`src/rtl/pipe_ctrl_pkg.sv`:
```
// Shared encodings for the pipeline control slice: datapath field codes,
// reset PC and the pipe_ctrl state encodings.
package pipe_ctrl_pkg;

    localparam int unsigned WB_SEL_W        = 2;
    localparam int unsigned MEM_RW_W        = 2;
    localparam int unsigned INST_ADDR_WIDTH = 32;

    localparam logic [WB_SEL_W-1:0] WB_ALU = 2'd0;
    localparam logic [WB_SEL_W-1:0] WB_MEM = 2'd1;
    localparam logic [WB_SEL_W-1:0] WB_PC  = 2'd2;

    localparam logic [MEM_RW_W-1:0] MEM_NONE  = 2'd0;
    localparam logic [MEM_RW_W-1:0] MEM_READ  = 2'd1;
    localparam logic [MEM_RW_W-1:0] MEM_WRITE = 2'd2;

    localparam logic [4:0]                 ZERO_REG      = 5'd0;
    localparam logic [INST_ADDR_WIDTH-1:0] INI_INST_ADDR = 32'h8000_0000;

    localparam logic [1:0] PC_RUN     = 2'd0;
    localparam logic [1:0] PC_LDSTALL = 2'd1;
    localparam logic [1:0] PC_MCWAIT  = 2'd2;

    function automatic logic is_load(input logic [MEM_RW_W-1:0] mem_rw,
                                     input logic [WB_SEL_W-1:0] wb_sel);
        return (mem_rw == MEM_READ) && (wb_sel == WB_MEM);
    endfunction

endpackage

```
`src/rtl/pipe_ctrl_hazard_det.sv`:
```
// Combinational load-use comparator between the ID instruction and the
// load currently sitting in the ID/EX register.
module hazard_det
    import pipe_ctrl_pkg::*;
(
    input  logic [4:0]          id_rs1_raddr,
    input  logic [4:0]          id_rs2_raddr,
    input  logic                id_rs1_ren,
    input  logic                id_rs2_ren,
    input  logic [4:0]          ex_rd_waddr,
    input  logic [WB_SEL_W-1:0] ex_wb_sel,
    input  logic [MEM_RW_W-1:0] ex_mem_rw,
    output logic                load_use
);

    logic rs1_hit;
    logic rs2_hit;

    always_comb begin
        rs1_hit  = id_rs1_ren && (id_rs1_raddr == ex_rd_waddr);
        rs2_hit  = id_rs2_ren && (id_rs2_raddr == ex_rd_waddr);
        load_use = is_load(ex_mem_rw, ex_wb_sel) && (ex_rd_waddr != ZERO_REG)
                   && (rs1_hit || rs2_hit);
    end

endmodule

```
`src/rtl/pipe_ctrl.sv`:
```
// Hold/flush/redirect control for the IF/ID and ID/EX registers.
// Optional multi-cycle timeout enabled by defining PIPE_CTRL_TIMEOUT_EN.
module pipe_ctrl
    import pipe_ctrl_pkg::*;
#(
    parameter int unsigned LOAD_STALL_CYCLES = 1,
    parameter int unsigned MC_TIMEOUT        = 64,
    parameter int unsigned CNT_WIDTH         = 32
) (
    input  logic                       clk,
    input  logic                       rst,
    input  logic [4:0]                 id_rs1_raddr,
    input  logic [4:0]                 id_rs2_raddr,
    input  logic                       id_rs1_ren,
    input  logic                       id_rs2_ren,
    input  logic [4:0]                 ex_rd_waddr,
    input  logic [WB_SEL_W-1:0]        ex_wb_sel,
    input  logic [MEM_RW_W-1:0]        ex_mem_rw,
    input  logic                       ex_br_taken,
    input  logic [INST_ADDR_WIDTH-1:0] ex_br_addr,
    input  logic                       ex_mc_start,
    input  logic                       ex_mc_done,
    output logic                       hold_pc,
    output logic                       hold_if_id,
    output logic                       hold_id_ex,
    output logic                       flush_if_id,
    output logic                       flush_id_ex,
    output logic                       jump_en,
    output logic [INST_ADDR_WIDTH-1:0] jump_addr,
    output logic [CNT_WIDTH-1:0]       stall_cnt
`ifdef PIPE_CTRL_TIMEOUT_EN
    ,
    output logic                       mc_timeout
`endif
);

    generate
        if (LOAD_STALL_CYCLES < 1 || LOAD_STALL_CYCLES > 7 || MC_TIMEOUT == 0) begin : g_bad_param
            $error("pipe_ctrl: parameter out of range");
        end
    endgenerate

    localparam logic [2:0] LD_RELOAD = 3'(LOAD_STALL_CYCLES - 1);

    logic [1:0]                 state, state_nxt;
    logic [2:0]                 ld_cnt, ld_cnt_nxt;
    logic [INST_ADDR_WIDTH-1:0] jaddr_q;
    logic [CNT_WIDTH-1:0]       stall_q;
    logic                       load_use;
    logic                       br_ok;
    logic                       hp_raw, hif_raw, hie_raw, fif_raw, fie_raw, je_raw;

`ifdef PIPE_CTRL_TIMEOUT_EN
    localparam int unsigned TO_W = $clog2(MC_TIMEOUT) + 1;
    logic [TO_W-1:0] to_cnt;
    logic            to_hit;
    logic            to_raw;

    assign to_hit = (to_cnt == TO_W'(MC_TIMEOUT - 1));

    always_ff @(posedge clk or negedge rst) begin
        if (!rst)
            to_cnt <= '0;
        else if (state == PC_MCWAIT && state_nxt == PC_MCWAIT)
            to_cnt <= to_cnt + TO_W'(1);
        else
            to_cnt <= '0;
    end
`endif

    hazard_det u_hazard_det (
        .id_rs1_raddr (id_rs1_raddr),
        .id_rs2_raddr (id_rs2_raddr),
        .id_rs1_ren   (id_rs1_ren),
        .id_rs2_ren   (id_rs2_ren),
        .ex_rd_waddr  (ex_rd_waddr),
        .ex_wb_sel    (ex_wb_sel),
        .ex_mem_rw    (ex_mem_rw),
        .load_use     (load_use)
    );

    // EX cannot hold a resolved branch while a multi-cycle op occupies it.
    assign br_ok = ex_br_taken && (state != PC_MCWAIT);

    always_comb begin
        state_nxt  = state;
        ld_cnt_nxt = ld_cnt;
        hp_raw     = 1'b0;
        hif_raw    = 1'b0;
        hie_raw    = 1'b0;
        fif_raw    = 1'b0;
        fie_raw    = 1'b0;
        je_raw     = 1'b0;
`ifdef PIPE_CTRL_TIMEOUT_EN
        to_raw     = 1'b0;
`endif
        case (state)
            PC_RUN: begin
                if (br_ok) begin
                    je_raw  = 1'b1;
                    fif_raw = 1'b1;
                    fie_raw = 1'b1;
                end else if (ex_mc_start && !ex_mc_done) begin
                    state_nxt = PC_MCWAIT;
                end else if (load_use) begin
                    hp_raw  = 1'b1;
                    hif_raw = 1'b1;
                    fie_raw = 1'b1;
                    if (LOAD_STALL_CYCLES > 1) begin
                        state_nxt  = PC_LDSTALL;
                        ld_cnt_nxt = LD_RELOAD;
                    end
                end
            end
            PC_LDSTALL: begin
                if (br_ok) begin
                    je_raw     = 1'b1;
                    fif_raw    = 1'b1;
                    fie_raw    = 1'b1;
                    state_nxt  = PC_RUN;
                    ld_cnt_nxt = '0;
                end else begin
                    hp_raw     = 1'b1;
                    hif_raw    = 1'b1;
                    fie_raw    = 1'b1;
                    ld_cnt_nxt = ld_cnt - 3'd1;
                    if (ld_cnt_nxt == '0)
                        state_nxt = PC_RUN;
                end
            end
            PC_MCWAIT: begin
                if (ex_mc_done) begin
                    state_nxt = PC_RUN;
`ifdef PIPE_CTRL_TIMEOUT_EN
                end else if (to_hit) begin
                    to_raw    = 1'b1;
                    hp_raw    = 1'b1;
                    hif_raw   = 1'b1;
                    fie_raw   = 1'b1;
                    state_nxt = PC_RUN;
`endif
                end else begin
                    hp_raw  = 1'b1;
                    hif_raw = 1'b1;
                    hie_raw = 1'b1;
                end
            end
            default: begin
                state_nxt  = PC_RUN;
                ld_cnt_nxt = '0;
            end
        endcase
    end

    // Outputs are forced to idle while reset is low; flush beats hold per register.
    assign hold_pc     = rst & hp_raw;
    assign hold_if_id  = rst & hif_raw & ~fif_raw;
    assign hold_id_ex  = rst & hie_raw & ~fie_raw;
    assign flush_if_id = rst & fif_raw;
    assign flush_id_ex = rst & fie_raw;
    assign jump_en     = rst & je_raw;
    assign jump_addr   = !rst ? INI_INST_ADDR : (je_raw ? ex_br_addr : jaddr_q);
    assign stall_cnt   = stall_q;
`ifdef PIPE_CTRL_TIMEOUT_EN
    assign mc_timeout  = rst & to_raw;
`endif

    always_ff @(posedge clk or negedge rst) begin
        if (!rst) begin
            state   <= PC_RUN;
            ld_cnt  <= '0;
            jaddr_q <= INI_INST_ADDR;
            stall_q <= '0;
        end else begin
            state  <= state_nxt;
            ld_cnt <= ld_cnt_nxt;
            if (br_ok)
                jaddr_q <= ex_br_addr;
            if (hold_pc)
                stall_q <= stall_q + CNT_WIDTH'(1);
        end
    end

endmodule

```
`config.mk`:
```
export PLATFORM = sky130hd
export DESIGN_NAME = pipe_ctrl
export DESIGN_NICKNAME = d
export VERILOG_FILES = /design/src/rtl/pipe_ctrl_pkg.sv /design/src/rtl/pipe_ctrl_hazard_det.sv /design/src/rtl/pipe_ctrl.sv
export SDC_FILE = /design/constraint.sdc
export NUM_CORES = 1
export LEC_CHECK = 0
export CORE_UTILIZATION = 39
export DETAILED_ROUTE_END_ITERATION = 8
export PLACE_DENSITY = 0.86
export SYNTH_ARGS = -nofsm -noshare
export SYNTH_HDL_FRONTEND = slang
export SYNTH_HIERARCHICAL = 1
export SYNTH_SLANG_ARGS = --single-unit
```
`constraint.sdc`:
```
create_clock -name clk -period 2.75 [get_ports clk]
set_input_delay 0.825 -clock clk [delete_from_list [all_inputs] [get_ports clk]]
set_output_delay 0.825 -clock clk [all_outputs]
set_load 0.02 [all_outputs]
```
==> impl_metrics.env, run 1 <==
export IMPL_cts_sinks=65
export IMPL_start_util_pct=40.42
export IMPL_synthDistinctLibCells=34
export IMPL_ys_ff_latch=65
export IMPL_finalSetupViolations=8
export IMPL_antenna_left=0
export IMPL_grtUsageTotal_pct=21.80
export IMPL_antennaDiodeCount=0
export IMPL_crit_arrival_ns=2.21
export IMPL_grt_pass1_wl_um=14250
export IMPL_rsz0062_at_grt="yes"
export IMPL_place_ws_ns=-1.195
export IMPL_fin_skew_ns=0.006031
export IMPL_numCtsBuffers=9
export IMPL_violations="negative setup slack"
export IMPL_wl_met3_um=417
export IMPL_crit_type="input pin to output port"
export IMPL_gp_congestion=0.8442
export IMPL_placement_io_buffers=127
export IMPL_dieArea_um2=8413
export IMPL_layout_drive_gt1_share_pct=37.27
export IMPL_antenna_found_initial=0
export IMPL_critPathCaptureType="output port"
export IMPL_power_density_nw_per_um2=496.8
export IMPL_rows=32
export IMPL_root_buffer="clkbuf_8"
export IMPL_worst_slew_pin_slew_ns=0.3302
export IMPL_syn2layout_area_growth_pct=66.04
export IMPL_yosysSeqAreaShare_pct=51.85
export IMPL_irDropWorstVdd_mv=0.2462
export IMPL_stdcell_area_um2=5213
export IMPL_setup_slack_ns=-0.2882
export IMPL_syn_avg_cell_area_um2=11.37
export IMPL_max_freq_ghz=0.3291
export IMPL_die_height_um=91.72
export IMPL_top_layer_used="met4"
export IMPL_vias_per_cell=4.854
export IMPL_syn_inst=276
export IMPL_timing_final_crit_share_pct=110.5
export IMPL_drt_first_pass_iters=4
export IMPL_initialDrtViolationCount=96
export IMPL_worst_endpoint_required_ns=1.93
export IMPL_wl_met2_um=4748
export IMPL_core_area_um2=7767
export IMPL_wire_per_inst_um=16.46
export IMPL_status="complete, but fails checks"
export IMPL_yosysWarnings=6
export IMPL_htree_num_levels=3
export IMPL_route_detailed_drc=0
export IMPL_max_cap_violations=0
export IMPL_p_leak_nw=2.521
export IMPL_cp_max_fo=3
export IMPL_final_common_cell="clkdlybuf4s50_1"
export IMPL_clockBufferDepth=2
export IMPL_layout_common_cells="clkdlybuf4s50_1 (68), dfrtp_1 (64), buf_4 (42)"
export IMPL_ios=128
export IMPL_cp_start_kind="input pin"
export IMPL_worst_hold_path_type="input pin to async pin"
export IMPL_met1Wirelength_um=3652
export IMPL_chipWidth_um=91.72
export IMPL_hold_viol_final=0
export IMPL_insertion_delay_ns=0.33
export IMPL_post_route_min_period_ns=3.038
export IMPL_place_area_um2=4686
export IMPL_routed_wl_um=8919
export IMPL_fin_nets=495
export IMPL_relSlewSlack_pct=77.99
export IMPL_cts_tree="built"
export IMPL_hpwl_um=5837
export IMPL_fill_cells=602
export IMPL_synth_area_um2=3139
export IMPL_grt_max_degree=37
export IMPL_syn_nets=335
export IMPL_clkTransAtPathRegs_ns=0.07
export IMPL_grt_pass1_vias=2833
export IMPL_vias=2631
export IMPL_final_util_pct=67.11
export IMPL_finalMaxSlewViolations=0
export IMPL_overflow=0
[Yosys cell counts]
cell / n / area share [%]
or3_1: 1 / 0.20
xor2_1: 24 / 6.7
and2_1: 31 / 6.2
nor3_2: 1 / 0.32
nor2_1: 15 / 1.8
or2_2: 2 / 0.40
nor4bb_1: 1 / 0.32
ha_1: 1 / 0.40
dfstp_2: 1 / 0.84
xnor2_1: 17 / 4.7
and3_1: 8 / 1.6
dfrtp_1: 64 / 51
nand2b_1: 2 / 0.40
buf_4: 1 / 0.24
a32oi_1: 1 / 0.28
clkbuf_1: 8 / 0.96
mux2_1: 5 / 1.8
clkbuf_2: 1 / 0.16
a21oi_1: 3 / 0.48
or4_1: 2 / 0.48
nand4_4: 1 / 0.68
nand2_1: 13 / 1.6
inv_1: 5 / 0.60
buf_2: 4 / 0.64
nor4_2: 1 / 0.40
nor4_4: 1 / 0.68
nor4_1: 2 / 0.40
nor3_1: 9 / 1.4
nand4_1: 8 / 1.6
o21ai_1: 1 / 0.16
and3_4: 1 / 0.36
nand3_1: 12 / 1.9
and4_1: 1 / 0.28
mux2_2: 28 / 10
[power breakdown]
| group | leakage, nW | total (mW) | switching, mW | internal [mW] |
|---|---|---|---|---|
| Clock | 0.102 | 0.802 | 0.341 | 0.461 |
| Sequential | 0.823 | 1.10 | 0.0573 | 1.05 |
| Combinational | 1.60 | 0.683 | 0.289 | 0.394 |
| Total | 2.52 | 2.59 | 0.688 | 1.90 |
[logic make-up after synthesis]
| family | count (synthesis) | share of synthesized area (%) |
|---|---|---|
| AO/OA/AOI/OAI | 5 | 0.9165 |
| XOR/XNOR | 41 | 11.44 |
| adder cells (fa/ha/maj) | 1 | 0.3985 |
| buffers and inverters | 19 | 2.591 |
| flip-flops | 65 | 51.85 |
| multiplexers | 33 | 11.84 |
| AND/OR/NAND/NOR | 112 | 20.96 |
[registers in the layout, indices dropped and copies added (netlist names)]
register and count:
state 1, jaddr_q 32, stall_cnt 32
[critical path, cell delays in order]
cell	delay, ns
buf_8	0.10
xor2_2	0.17
nor4_2	0.29
nand3_1	0.14
a21oi_2	0.21
a32oi_2	0.15
nor2_2	0.18
buf_6	0.14
[final timing paths]
check / from / to / slack, ns / depth (start not counted)
max in group asynchronous: rst / jaddr_q[31] / 1.81 / 3
min: rst / state[1] / 0.45 / 2
min in group clk: jaddr_q[30] / jaddr_q[30] / 0.49 / 1
min reg2reg: jaddr_q[30] / jaddr_q[30] / 0.49 / 1
max: id_rs2_raddr[2] / hold_pc / -0.29 / 8
max reg2reg: state[1] / stall_cnt[26] / 0.80 / 7
[what timing repair did]
item,4_1_cts,5_1_grt
gates cloned,3,0
pin swaps,16,12
resized for setup,275,58
buffers inserted,11,6
setup endpoints to repair,66,43
hold buffers,0,0
[per-stage QoR]
| step | power [mW] | TNS (ns) | hold WS (ns) | instances |
|---|---|---|---|---|
| 4_1_cts | 2.571 | -1.291 | 0.4383 | 542 |
| 2_1_floorplan | 1.371 | -0.2064 | 0.4542 | 276 |
| 3_5_place_dp | 1.695 | -47.23 | 0.4708 | 514 |
| 3_3_place_gp | 1.672 | -41.52 | 0.4571 | 514 |
| 5_1_grt | 2.714 | -1.326 | 0.4445 | 542 |
| 6_report | 2.590 | -0.8370 | 0.4505 | 542 |
[routing by layer]
layer,up-vias,global-route usage [%]
li1,1246,-
met1,1300,25.88
met2,74,39.85
met3,11,4.395
met4,0,6.120
met5,-,0
[area by class of cell]
class                           count  area, um2  area share (%)
Multi-Input combinational cell    192       1659           31.83
Sequential cell                    65       1628           31.23
Timing Repair Buffer              163       1584           30.39
Clock buffer                       12      155.1           2.976
Tap cell                          102      127.6           2.448
Clock inverter                      3      40.04          0.7681
Inverter                            5      18.77          0.3601
(Power assumes the default switching activity.)
==> run 2, diff against run 1 <==
--- a/config.mk
+++ b/config.mk
@@ -6,8 +6,10 @@
 export NUM_CORES = 1
 export LEC_CHECK = 0
 export CORE_UTILIZATION = 39
+export CTS_CLUSTER_DIAMETER = 200
 export DETAILED_ROUTE_END_ITERATION = 8
 export PLACE_DENSITY = 0.86
+export RECOVER_POWER = 100
 export SYNTH_ARGS = -nofsm -noshare
 export SYNTH_HDL_FRONTEND = slang
 export SYNTH_HIERARCHICAL = 1
==> impl_metrics.env, run 2 (synthesis results as in run 1) <==
export IMPL_insertion_delay_ns=0.33
export IMPL_grt_max_degree=37
export IMPL_violations="negative setup slack"
export IMPL_grt_pass1_wl_um=14250
export IMPL_syn2layout_area_growth_pct=61.10
export IMPL_worst_hold_path_type="input pin to async pin"
export IMPL_crit_arrival_ns=2.21
export IMPL_start_util_pct=40.42
export IMPL_numCtsBuffers=9
export IMPL_finalMaxSlewViolations=0
export IMPL_antennaDiodeCount=0
export IMPL_rsz0062_at_grt="yes"
export IMPL_max_freq_ghz=0.3293
export IMPL_post_route_min_period_ns=3.037
export IMPL_crit_chain="buf_8 > nand2b_1 > clkbuf_1 > buf_12 > buf_12 > mux2_4 > and2_4 > buf_6"
export IMPL_grt_pass1_vias=2833
export IMPL_layout_common_cells="dfrtp_1 (64), dlygate4sd3_1 (35), clkdlybuf4s50_1 (33)"
export IMPL_cp_start_kind="input pin"
export IMPL_routed_wl_um=8771
export IMPL_place_ws_ns=-1.195
export IMPL_max_cap_violations=0
export IMPL_intPower_mw=1.851
export IMPL_die_height_um=91.72
export IMPL_chipWidth_um=91.72
export IMPL_antenna_found_initial=0
export IMPL_htree_num_levels=3
export IMPL_power_frac_comb_pct=24.7
export IMPL_cp_max_fo=7
export IMPL_crit_type="input pin to output port"
export IMPL_setup_slack_ns=-0.2871
export IMPL_cpMostUsedCell="buf_12"
export IMPL_vias_per_cell=4.880
export IMPL_overflow=0
export IMPL_route_detailed_drc=0
export IMPL_dieArea_um2=8413
export IMPL_initialDrtViolationCount=90
export IMPL_fin_skew_ns=0.006484
export IMPL_final_common_cell="dfrtp_1"
export IMPL_dp_cells=514
export IMPL_clockBufferDepth=2
export IMPL_worst_slew_pin_slew_ns=0.9745
export IMPL_p_leak_nw=2.470
export IMPL_critPathCaptureType="output port"
export IMPL_p_sw_share_pct=26.87
export IMPL_placement_io_buffers=127
export IMPL_wire_per_inst_um=16.18
export IMPL_antenna_left=0
export IMPL_root_buffer="clkbuf_8"
export IMPL_ios=128
export IMPL_core_area_um2=7767
export IMPL_status="complete, but fails checks"
export IMPL_hold_viol_final=0
export IMPL_worst_endpoint_required_ns=1.93
export IMPL_relSlewSlack_pct=35.03
export IMPL_grtUsageTotal_pct=21.80
export IMPL_cts_tree="built"
export IMPL_pwr_share_seq_pct=43.5
export IMPL_switchingPower_mw=0.6800
export IMPL_irDropWorstVdd_mv=0.2461
export IMPL_tns_ns=-6.521
export IMPL_vias=2645
export IMPL_stdcell_area_um2=5057
export IMPL_clkPwrFrac_pct=31.8
export IMPL_timing_final_crit_share_pct=110.4
export IMPL_clkTransAtPathRegs_ns=0.07
export IMPL_rows=32
export IMPL_power_density_nw_per_um2=500.4
export IMPL_cts_sinks=65
export IMPL_crit_slowest_cell="mux2_4"
export IMPL_drt_first_pass_iters=4
export IMPL_critPathMaxStageDelay_ns=0.30
export IMPL_gp_congestion=0.8442
export IMPL_fin_nets=495
export IMPL_fin_cells=542
export IMPL_finalSetupViolations=37
export IMPL_layout_drive_gt1_share_pct=29.32
export IMPL_hpwl_um=5837
export IMPL_place_area_um2=4686
==> run 2: path summary, 6_finish.rpt <==
path / startpoint / end / slack [ns] / cells past startpoint
setup / recovery: ex_br_taken / jump_addr[18] / -0.29 / 8
hold / removal: rst / jaddr_q[18] / 0.45 / 2
setup reg to reg: state[1] / stall_cnt[31] / 0.69 / 7
hold reg to reg: jaddr_q[30] / jaddr_q[30] / 0.48 / 1
max in group asynchronous: rst / stall_cnt[13] / 0.93 / 3
min in group clk: jaddr_q[30] / jaddr_q[30] / 0.48 / 1
==> run 2: metal layers <==
| metal | vias up | track usage (%) | wire (um) |
|---|---|---|---|
| met2 | 90 | 39.85 | 4733 |
| met4 | 0 | 6.120 | 107 |
| li1 | 1248 | - | - |
| met3 | 10 | 4.395 | 477 |
| met1 | 1297 | 25.88 | 3452 |
| met5 | - | 0 | 0 |
==> run 2: final cells by class <==
| cell class | instances | area (um2) |
|---|---|---|
| fill | 635 | 2710 |
| sequential | 65 | 1628 |
| tap | 102 | 127.6 |
| timing repair buffer | 163 | 1515 |
| multi-input combinational | 192 | 1573 |
| inverter | 5 | 18.77 |
| clock buffer | 12 | 155.1 |
| clock inverter | 3 | 40.04 |
==> run 2: through the flow <==
step | utilization, % | total power, mW | hold WS [ns]
2_1_floorplan | - | 1.371 | 0.4542
3_3_place_gp | 60.33 | 1.672 | 0.4571
3_5_place_dp | 60.33 | 1.695 | 0.4708
4_1_cts | 66.03 | 2.571 | 0.4383
5_1_grt | 65.11 | 2.654 | 0.4552
6_report | 65.11 | 2.531 | 0.4544
==> run 2: power groups by stage <==
stage | Clock, mW | Sequential [mW] | Combinational (mW)
2_1_floorplan | 0 | 1.13 | 0.240
3_3_place_gp | 0 | 1.11 | 0.563
3_5_place_dp | 0 | 1.12 | 0.580
4_1_cts | 0.819 | 1.10 | 0.652
5_1_grt | 0.871 | 1.11 | 0.670
6_report | 0.804 | 1.10 | 0.625
==> run 2: timing repair <==
action / CTS / global route
cloned: 3 / 0
gates resized for setup: 275 / 58
buffers inserted: 11 / 6
pin swaps: 16 / 12
hold buffers: 0 / 0
setup endpoints to repair: 66 / 43
==> run 2: worst max-delay path, delay by kind of cell <==
kind | cells | cell delay, ns
buf+inv | 5 | 0.76
simple gates | 2 | 0.32
mux | 1 | 0.30
